### src/rtl/seq_shift_add_multiplier.sv
// Sequential shift-and-add multiplier: WIDTH x WIDTH -> 2*WIDTH, one partial
// product per clock, signed or unsigned, valid/ready on both sides.
module seq_shift_add_multiplier #(
   parameter int WIDTH = 8
) (
   input  logic                 clk,
   input  logic                 rst,
   input  logic                 in_valid,
   output logic                 in_ready,
   input  logic [WIDTH-1:0]     a,
   input  logic [WIDTH-1:0]     b,
   input  logic                 signed_mode,
   output logic                 out_valid,
   input  logic                 out_ready,
   output logic [2*WIDTH-1:0]   product,
   output logic                 busy,
   output logic [1:0]           state_dbg
);

   localparam int PW = 2 * WIDTH;
   localparam int CW = $clog2(WIDTH + 1);
   localparam logic [CW-1:0] LAST_STEP = CW'(WIDTH - 1);

   // Handshakes: a transfer happens on a rising edge where valid && ready are
   // both high. in_valid/operands need only be held until that edge; product
   // and out_valid are held stable from out_valid rising until out_ready.

   // state_dbg encoding: 0 = IDLE, 1 = CALC, 2 = DONE.
   typedef enum logic [1:0] {
      IDLE = 2'd0,
      CALC = 2'd1,
      DONE = 2'd2
   } state_t;

   state_t           state;
   logic [CW-1:0]    count;
   logic [WIDTH-1:0] mcand;
   logic [WIDTH-1:0] mier;
   logic [PW-1:0]    acc;
   logic             neg;

   logic [WIDTH-1:0] mag_a;
   logic [WIDTH-1:0] mag_b;
   logic [WIDTH:0]   upper_sum;
   logic [PW-1:0]    acc_next;
   logic [PW-1:0]    result;

   // Magnitudes stay WIDTH bits: |-2^(WIDTH-1)| = 2^(WIDTH-1) still fits unsigned.
   always_comb begin
      mag_a = a;
      mag_b = b;
      if (signed_mode && a[WIDTH-1]) mag_a = ~a + WIDTH'(1);
      if (signed_mode && b[WIDTH-1]) mag_b = ~b + WIDTH'(1);
   end

   // The add carry lands in the top bit after the right shift.
   always_comb begin
      upper_sum = {1'b0, acc[PW-1:WIDTH]} + {1'b0, mcand};
      acc_next  = {1'b0, acc[PW-1:1]};
      if (mier[0]) acc_next = {upper_sum, acc[WIDTH-1:1]};
      result = neg ? (~acc_next + PW'(1)) : acc_next;
   end

   always_ff @(posedge clk) begin
      if (rst) begin
         state     <= IDLE;
         count     <= '0;
         mcand     <= '0;
         mier      <= '0;
         acc       <= '0;
         neg       <= 1'b0;
         out_valid <= 1'b0;
         product   <= '0;
         busy      <= 1'b0;
      end else begin
         case (state)
            IDLE: begin
               if (in_valid) begin
                  mcand <= mag_a;
                  mier  <= mag_b;
                  neg   <= signed_mode & (a[WIDTH-1] ^ b[WIDTH-1]);
                  acc   <= '0;
                  count <= '0;
                  busy  <= 1'b1;
                  state <= CALC;
               end
            end
            CALC: begin
               acc   <= acc_next;
               mier  <= mier >> 1;
               count <= count + CW'(1);
               if (count == LAST_STEP) begin
                  product   <= result;
                  out_valid <= 1'b1;
                  state     <= DONE;
               end
            end
            DONE: begin
               if (out_ready) begin
                  out_valid <= 1'b0;
                  busy      <= 1'b0;
                  state     <= IDLE;
               end
            end
            default: begin
               state <= IDLE;
            end
         endcase
      end
   end

   // busy mirrors state != IDLE; rst gates in_ready so it reads 0 during reset.
   assign in_ready  = ~busy & ~rst;
   assign state_dbg = state;

endmodule

### config.mk
export PLATFORM = sky130hd
export DESIGN_NAME = seq_shift_add_multiplier
export DESIGN_NICKNAME = d
export VERILOG_FILES = /design/src/rtl/seq_shift_add_multiplier.sv
export SDC_FILE = /design/constraint.sdc
export NUM_CORES = 1
export LEC_CHECK = 0
export BUFFER_PORTS_ARGS = -buffer_cell sky130_fd_sc_hd__buf_2
export CORE_ASPECT_RATIO = 1.5
export CORE_MARGIN = 4
export CORE_UTILIZATION = 52
export DETAILED_ROUTE_END_ITERATION = 10
export GPL_TIMING_DRIVEN = 0
export PLACE_DENSITY = 0.76
export SYNTH_ARGS = -nofsm -noshare
export SYNTH_HDL_FRONTEND = slang
export SYNTH_SLANG_ARGS = --single-unit
### constraint.sdc
create_clock -name clk -period 2.5 [get_ports clk]
set_input_delay 0.25 -clock clk [delete_from_list [all_inputs] [get_ports clk]]
set_output_delay 0.25 -clock clk [all_outputs]
set_load 0.02 [all_outputs]
==> results by group, run 1 <==
Drt
  • Antenna-violating nets left: 0
  • WL final: 7890 um
  • Total iterations of the first detailed-routing run: 5
  • Residual DRC: 0
  • Vias after detailed routing: 3042
  • Number of DRC markers in iteration 0: 197
  • Vias per cell: 5.99
  • WL/cell: 15.5 um

Yosys
  • Cell taking the most area after synthesis: dfxtp_1
  • Synth Cell Area: 0.00315 mm^2
  • Post-synth ARST share: 0%
  • Syn Inst Count: 389
  • Synth area leaders: dfxtp_1 36%, nor2_1 7.2%, a21oi_1 5.2%, ha_1 4.8%, a22oi_1 3.8%
  • Post-Syn Area per Cell: 8.09 um^2
  • Prevailing post-synth register cell: dfxtp_1
  • Post-synthesis sequential area ratio: 35.6%
  • Synth top cells by count: 60 x nor2_1, 56 x dfxtp_1, 33 x a21oi_1
  • Cell variety after synth: 55
  • Top cell type's share of synthesized area: 35.6%
  • Post-synth EDFFs: 0
  • FF+latch count, synth: 56
  • Synthesized Nets: 423
  • Top-count cell post-synth: nor2_1
  • Synth Warn #: 0

Clocking
  • CTS tree: done
  • Clock buffer depth: 2
  • CTS buffer count: 5
  • H-tree Lvls: 2
  • Post-CTS Setup Repair Bufs: 0
  • CTS Sinks: 56
  • Clock slew seen by the registers of the worst setup and hold paths: 110 ps
  • Worst skew pair latency: 320 ps
  • Root Buffer Master: clkbuf_8

STA
  • Worst slew margin: 58.9%
  • Tmin final: 2410 ps
  • Period utilization: 96.5%
  • Worst Clk Skew: 17.5 ps
  • Max-slew violation count: 0
  • Setup TNS: 0 ps
  • Final Hold Violating Endpoints: 0
  • RSZ-0062 raised after global routing: false
  • Final Setup Violations: 0
  • Worst slew pin tran: 611 ps
  • Fmax: 415 MHz

Global route
  • Wire length of the first global-routing pass: 12900 um
  • Tot GR Track Use: 21.7%
  • GRT overflow: 0
  • Pin count of the biggest net entering global routing: 18
  • Vias in the first global route: 2845
  • Initial antenna violation count: 0

Worst setup path
  • Delay-heaviest family, CP: compound AO/OA/AOI/OAI gates
  • Critical Path Start: mcand[4]$_SDFFE_PP0P_
  • Worst stage delay on the critical path: 420 ps
  • Worst-path cell with the longest stage delay: mux2_2
  • Crit-path max FO: 6
  • Req. time, crit path: 2700 ps
  • Startpoint Class: flip-flop
  • Crit path buffers/inverters: 0
  • Element type at the critical path end: flip-flop
  • Crit path cell chain: ha_1, and3_1, a221oi_4, mux2_2, and3_1, a211oi_1, o32ai_1
  • Reg-to-Reg Start: mcand[4]$_SDFFE_PP0P_
  • CP dominant cell by count: and3_1
  • Critical path class: flip-flop to flip-flop
  • Critical Path AT: 2620 ps

Run
  • Max-Cap Viols: 0

Die
  • Io pins: 42
  • Die width: 71.5 um
  • # rows: 34
  • Total core area: 0.00583 mm^2
  • Initial Utilization: 54.0%
  • Die height: 103 um
  • Die ar.: 0.00739 mm^2

Pwr
  • Worst vdd ir: 0.422 mV
  • Leak Pwr: 1.44 nW
  • Power density cells: 492 mW/mm^2
  • Overall Power: 1.76 mW

Min path
  • Hold_sp: a[0]
  • Worst hold path type: input port to flip-flop

Layout
  • P&R area growth vs syn: 13.8%
  • ANT cells: 0
  • Core Util, Final: 61.5%
  • Layout cells sized above 1: 15.6%
  • Area of the multi-input gates: 0.00196 mm^2
  • FF/Latch Area: 0.00112 mm^2
  • Layout Nets: 469
  • Fill cell count: 550
  • Design Area, Final: 0.00358 mm^2

Place
  • GPL Wtd Cong: 0.886
  • I/O Buffers: 39
  • DP Wirelength: 6050 um
  • Placed Area: 0.00343 mm^2

Status
  • Status: completed
-- through the flow --
step	setup slack (ps)	instances	hold slack, ps
2_1_floorplan	54.5	389	386
3_3_place_gp	-191	500	439
3_5_place_dp	-242	500	442
4_1_cts	39.9	508	207
5_1_grt	5.97	508	223
6_report	88.3	508	199
-- layout make-up --
class                      count  share of cell area (%)
buffer                        24                    2.55
clock inverter                 2                   0.454
sequential                    56                    31.4
timing repair buffer          39                    5.45
clock buffer                   6                    2.03
inverter                      10                    1.05
multi-input combinational    299                    54.6
tap                           72                    2.51
-- final timing paths --
kind / endpoint / slack [ps] / cells after the start
setup / recovery: product[14]$_SDFFE_PP0P_ / 90 / 7
hold / removal: mcand[0]$_SDFFE_PP0P_ / 200 / 3
setup reg to reg: product[14]$_SDFFE_PP0P_ / 90 / 7
hold reg to reg: product[7]$_SDFFE_PP0P_ / 460 / 2
-- kinds of logic (layout without fill, tap and decap cells) --
group,Yosys count,after routing,share of synthesized area (%)
and+or+nand+nor,149,149,22.4
AOI/OAI and AO/OA,110,110,24.6
muxes,7,7,2.38
xor gates and xnor gates,20,20,5.56
DFF,56,56,35.6
buffers and inverters,34,81,4.09
adders and majority gates,13,13,5.41
-- repair_timing --
action,in CTS,in global routing
hold buffers,0,0
gates resized for setup,7,6
pin swaps,1,1
endpoints found under the setup margin,2,2
-- per-layer routing --
layer / GRT usage, % / vias to the layer above / part of all wire [%]
li1: - / 1503 / -
met1: 24.7 / 1457 / 41
met2: 40.5 / 66 / 53
met3: 3.09 / 16 / 3.6
met4: 8.39 / 0 / 2.1
met5: 0 / - / 0
-- cell usage in the layout, fill, tap and decap left out, types with 7 or more instances in the layout --
master    Yosys  layout
clkbuf_1     23      24
nand2_1      29      29
a22oi_1      16      16
nor3_1        7       7
inv_1         9       9
dfxtp_1      56      53
nor2_1       60      60
nand3_1      14      14
ha_1         12      11
xor2_1       13      13
nand3b_1      8       8
a211oi_1     15      14
or3_1         7       7
a21oi_1      33      32
buf_2         1      40
-- worst reg2reg max path, cell delays in order, from the launching register on --
cell and delay (ps):
dfxtp_1 340, ha_1 390, and3_1 250, a221oi_4 320
mux2_2 420, and3_1 200, a211oi_1 260, o32ai_1 120
-- state kept, by name (all words and copies together) (netlist names) --
register / cells
busy: 1
state_dbg: 2
neg: 1
mcand: 8
count: 4
mier: 8
out_valid: 1
product: 16
acc: 15
-- report_power, final --
part / total (mW) / switching [mW] / internal (mW)
sequential: 0.939 / 0.0209 / 0.918
clock: 0.509 / 0.309 / 0.200
combinational: 0.314 / 0.194 / 0.119
total: 1.76 / 0.524 / 1.24
Power figures use the tool's default switching activity.
==> run 2: changes to the inputs <==
- CAP_MARGIN: unset -> 20
- CORE_UTILIZATION: 52 -> 58
- PLACE_DENSITY: 0.76 -> 0.8
- clock period: 2.5 -> 2.7 ns (I/O delays scaled with it)
==> run 2 against run 1 <==
Compared with the run above:
- die area fell by 9.4%
- combinational power fell by 10%
- largest power group unchanged
- critical path type unchanged
- worst hold slack improved by 39 ps
- first-iteration DRC count rose by 18%
- largest cell class unchanged
==> results by group, run 2 (synthesized netlist as in run 1, its figures left out) <==
Status
  • Status: completed

Global route
  • GRT overflow: 0
  • Initial antenna violation count: 0
  • Wire length of the first global-routing pass: 13200 um
  • Tot GR Track Use: 25.2%
  • Pin count of the biggest net entering global routing: 18
  • Vias in the first global route: 2911

Layout
  • Layout Nets: 469
  • Most frequent cells in the layout: 60 x nor2_1, 56 x dfxtp_1, 40 x buf_2
  • ANT cells: 0
  • Number of flip-flops in the largest register: 16
  • Most flops, register: product
  • Commonest non-fill, non-tap cell in the layout: nor2_1
  • Core Util, Final: 67.7%
  • Layout cells sized above 1: 13.8%
  • P&R area growth vs syn: 12.0%
  • Biggest registers after layout: product: 16 flops, acc: 15 flops
  • Fill cell count: 461

Pwr
  • Overall Power: 1.61 mW
  • Leak Pwr: 1.45 nW
  • Power density cells: 458 mW/mm^2
  • Worst vdd ir: 0.379 mV

STA
  • Final setup margin: 117 ps
  • Final Hold Violating Endpoints: 0
  • Period utilization: 95.7%
  • Tmin final: 2580 ps
  • Worst Clk Skew: 15.1 ps
  • Final Setup Violations: 0
  • Worst slew pin tran: 588 ps
  • Worst slew margin: 60.4%
  • Fmax: 387 MHz
  • Max-slew violation count: 0

Worst setup path
  • Crit-path max FO: 4
  • Worst r2r path cells: 8
  • Reg-to-Reg Start: acc[8]$_SDFFE_PP0P_
  • R2r setup slk: 120 ps
  • Worst-path cell with the longest stage delay: or4_4
  • Critical path class: flip-flop to flip-flop
  • Req. time, crit path: 2900 ps
  • Critical Path AT: 2790 ps
  • Element type at the critical path end: flip-flop
  • Startpoint Class: flip-flop
  • Worst stage delay on the critical path: 570 ps
  • FF-to-FF End: product[14]$_SDFFE_PP0P_
  • Crit path cell chain: ha_1, fa_1, xnor2_1, a21oi_1, or4_4, a211oi_2, mux2i_1, o32ai_1

Drt
  • Residual DRC: 0
  • Vias per cell: 6.00
  • Total iterations of the first detailed-routing run: 5
  • Vias after detailed routing: 3025
  • Number of DRC markers in iteration 0: 232
  • Antenna-violating nets left: 0
  • WL final: 7850 um
  • WL/cell: 15.6 um

Clocking
  • CTS Sinks: 56
  • Post-CTS Setup Repair Bufs: 0
  • CTS tree: done
  • Clock slew seen by the registers of the worst setup and hold paths: 110 ps
  • Root Buffer Master: clkbuf_8
  • Worst skew pair latency: 320 ps
  • CTS buffer count: 5
  • H-tree Lvls: 2
  • Clock buffer depth: 2

Place
  • DP Wirelength: 5980 um
  • GPL Wtd Cong: 0.894
  • Place WS: 61.4 ps
  • I/O Buffers: 39

Min path
  • Worst hold path type: input port to flip-flop
  • Worst hold stages: 3
  • Hold_sp: a[0]
  • Worst Hold Path EP: mcand[0]$_SDFFE_PP0P_

Die
  • Die width: 68.2 um
  • # rows: 32
  • Io pins: 42
  • Die ar.: 0.00669 mm^2
  • Die height: 98.2 um
  • Initial Utilization: 60.5%
  • Total core area: 0.00520 mm^2

Run
  • Max-Cap Viols: 0
run 2: cell counts in the layout (fill, tap and decap cells not counted):
No cell type changed its count.
run 2: worst max path at each step:
stage	end	from	slack, ps
after floorplan	product[14]$_SDFFE_PP0P_	acc[8]$_SDFFE_PP0P_	250
after global placement	product[14]$_SDFFE_PP0P_	acc[8]$_SDFFE_PP0P_	20
after detailed placement	product[14]$_SDFFE_PP0P_	acc[8]$_SDFFE_PP0P_	60
after CTS	product[14]$_SDFFE_PP0P_	acc[8]$_SDFFE_PP0P_	20
after global routing	product[14]$_SDFFE_PP0P_	acc[8]$_SDFFE_PP0P_	-2
final	product[14]$_SDFFE_PP0P_	acc[8]$_SDFFE_PP0P_	120
run 2: repair_timing:
item / CTS / global route
hold buffers: 0 / 0
endpoints found under the hold margin: 0 / 0
gates resized for setup: 0 / 2
setup endpoints to repair: 0 / 1
run 2: routing by layer:
metal  part of all wire [%]  track usage, %
met2                     51            42.0
met4                    3.5            11.3
met3                    3.7            3.34
met1                     42            31.2
met5                      0               0
run 2: final cells by class:
class | count | area [um^2] | share of cell area (%)
repair buffers | 39 | 195 | 5.54
clock inverters | 2 | 16.3 | 0.461
clock buffers | 6 | 72.6 | 2.06
flip-flops and latches | 56 | 1120 | 31.8
well taps | 68 | 85.1 | 2.41
inverters | 10 | 37.5 | 1.06
multi-input cells | 299 | 1910 | 54.1
plain buffers | 24 | 91.3 | 2.59
run 2: per-stage QoR:
step	TNS [ps]	cell area [um^2]	hold WS, ps	cells
2_1_floorplan	0	3150	406	389
3_3_place_gp	0	3430	439	496
3_5_place_dp	0	3430	441	496
4_1_cts	0	3520	239	504
5_1_grt	-1.64	3530	241	504
6_report	0	3530	238	504
run 2: where the power goes:
| part | internal, mW | switching [mW] |
|---|---|---|
| combinational | 0.106 | 0.177 |
| clock | 0.185 | 0.279 |
| sequential | 0.850 | 0.0174 |
| total | 1.14 | 0.473 |
run 2: worst max-delay path, delay by kind of cell, from the launching register on:
kind            cells  cell delay (ps)
fa+ha+maj           2              650
flops               1              350
simple gates        1              570
xor+xnor            1              180
compound gates      3              500
mux                 1              220
==> run 3: changes to the inputs <==
- clock period: 2.7 -> 2.47 ns (I/O delays scaled with it)
==> run 3 against run 2 <==
Compared with the run above:
- sequential cell count is the same
- clock-buffer cell count unchanged
- power increased by 11%
- non-clock buffer count rose by 1
- first-iteration DRC count shrank 3.4%
- sequential share of layout area is 0.56 points lower
- utilization rose by 1.4 points
- critical path depth is 1 lower
==> results by group, run 3 (synthesized netlist as in run 1, its figures left out) <==
Status
  • Status: completed

Clocking
  • Clock slew seen by the registers of the worst setup and hold paths: 110 ps
  • Root Buffer Master: clkbuf_8
  • Worst skew pair latency: 320 ps
  • Clock buffer depth: 2
  • CTS buffer count: 5
  • CTS Hold Bufs: 0
  • CTS Sinks: 56
  • CTS tree: done
  • H-tree Lvls: 2

Worst setup path
  • Worst stage delay on the critical path: 530 ps
  • Crit-path max FO: 6
  • Critical path class: flip-flop to flip-flop
  • Startpoint Class: flip-flop
  • Worst-path cell with the longest stage delay: or4_1
  • Element type at the critical path end: flip-flop
  • Req. time, crit path: 2740 ps
  • Critical Path AT: 2640 ps
  • Crit path cell chain: ha_1, and3_1, a221oi_4, mux2i_2, a21o_1, or4_1, nand3_1

STA
  • Final Hold Violating Endpoints: 0
  • Worst Clk Skew: 13.0 ps
  • Tmin final: 2370 ps
  • Setup TNS: 0 ps
  • Period utilization: 96.1%
  • Hold slack: 210 ps
  • Final Setup Violations: 0
  • Worst slew margin: 61.9%
  • Final setup margin: 96.4 ps
  • Worst slew pin tran: 572 ps
  • Max-slew violation count: 0
  • Fmax: 421 MHz

Min path
  • Worst hold path type: input port to flip-flop

Global route
  • GRT overflow: 0
  • Pin count of the biggest net entering global routing: 18
  • Initial antenna violation count: 0
  • Wire length of the first global-routing pass: 13200 um
  • Vias in the first global route: 2906
  • Tot GR Track Use: 25.1%

Place
  • Placed Area: 0.00343 mm^2
  • I/O Buffers: 39
  • Placed insts: 496
  • DP Wirelength: 5980 um
  • GPL Wtd Cong: 0.894
  • Place WS: -169 ps

Pwr
  • Leak Pwr: 1.45 nW
  • Power density cells: 498 mW/mm^2
  • Worst vdd ir: 0.428 mV
  • Overall Power: 1.79 mW

Layout
  • Design Area, Final: 0.00360 mm^2
  • Final Non-Filler Cells: 505
  • P&R area growth vs syn: 14.4%
  • Most flops, register: product
  • FF/Latch Area: 0.00112 mm^2
  • Commonest non-fill, non-tap cell in the layout: nor2_1
  • Biggest registers after layout: product: 16 flops, acc: 15 flops
  • Number of flip-flops in the largest register: 16
  • Area of the multi-input gates: 0.00197 mm^2
  • Core Util, Final: 69.2%
  • Most frequent cells in the layout: 59 x nor2_1, 53 x dfxtp_1, 40 x buf_2
  • Layout Nets: 470
  • Fill cell count: 451
  • Layout cells sized above 1: 16.7%
  • ANT cells: 0

Drt
  • WL final: 8110 um
  • Residual DRC: 0
  • Antenna-violating nets left: 0
  • Number of DRC markers in iteration 0: 224
  • Vias after detailed routing: 3072
  • Total iterations of the first detailed-routing run: 7
  • WL/cell: 16.1 um
  • Vias per cell: 6.08

Die
  • # rows: 32
  • Io pins: 42
  • Initial Utilization: 60.5%
  • Total core area: 0.00520 mm^2
  • Die width: 68.2 um
  • Die ar.: 0.00669 mm^2
  • Die height: 98.2 um

Run
  • Max-Cap Viols: 0
[run 3: cell count changes in the layout (fill, tap and decap cells not counted), sizes merged]
| cell | before | now |
|---|---|---|
| buf | 40 | 41 |
[run 3: cell type report]
cell class	count	area share (%)
multi-input combinational	299	54.7
sequential	56	31.2
timing repair buffer	40	5.63
buffer	24	2.54
tap	68	2.36
clock buffer	6	2.02
inverter	10	1.04
clock inverter	2	0.452
[run 3: where the power goes]
group / switching (mW) / leakage (nW) / internal, mW
Sequential: 0.0204 / 0.456 / 0.929
Clock: 0.310 / 0.0414 / 0.203
Combinational: 0.203 / 0.950 / 0.126
Total: 0.534 / 1.45 / 1.26
[run 3: worst paths after layout]
check	from	to	slack (ps)	cells past startpoint
setup / recovery	acc[12]$_SDFFE_PP0P_	product[12]$_SDFFE_PP0P_	100	7
setup reg to reg	acc[12]$_SDFFE_PP0P_	product[12]$_SDFFE_PP0P_	100	7
hold reg to reg	product[8]$_SDFFE_PP0P_	product[8]$_SDFFE_PP0P_	450	2
hold / removal	a[0]	mcand[0]$_SDFFE_PP0P_	210	3
[run 3: worst max-delay path: cells and delay by family, from the launching register on]
family	cells	cell delay, ps
AND/OR/NAND/NOR	3	880
AO/OA/AOI/OAI	2	540
adder cells (fa/ha/maj)	1	370
flip-flops	1	360
multiplexers	1	170
[run 3: repair_timing]
item,in CTS,in global routing
endpoints found under the setup margin,1,4
setup buffers,0,1
pin swaps,1,2
gates resized for setup,5,12
[run 3: layer usage]
| layer | GRT usage (%) | vias to the layer above | share of wire, % |
|---|---|---|---|
| met4 | 11.3 | 0 | 2.4 |
| met3 | 3.34 | 15 | 3.7 |
| met5 | 0 | - | 0 |
| met1 | 31.0 | 1456 | 41 |
| met2 | 42.0 | 92 | 53 |
| li1 | - | 1509 | - |
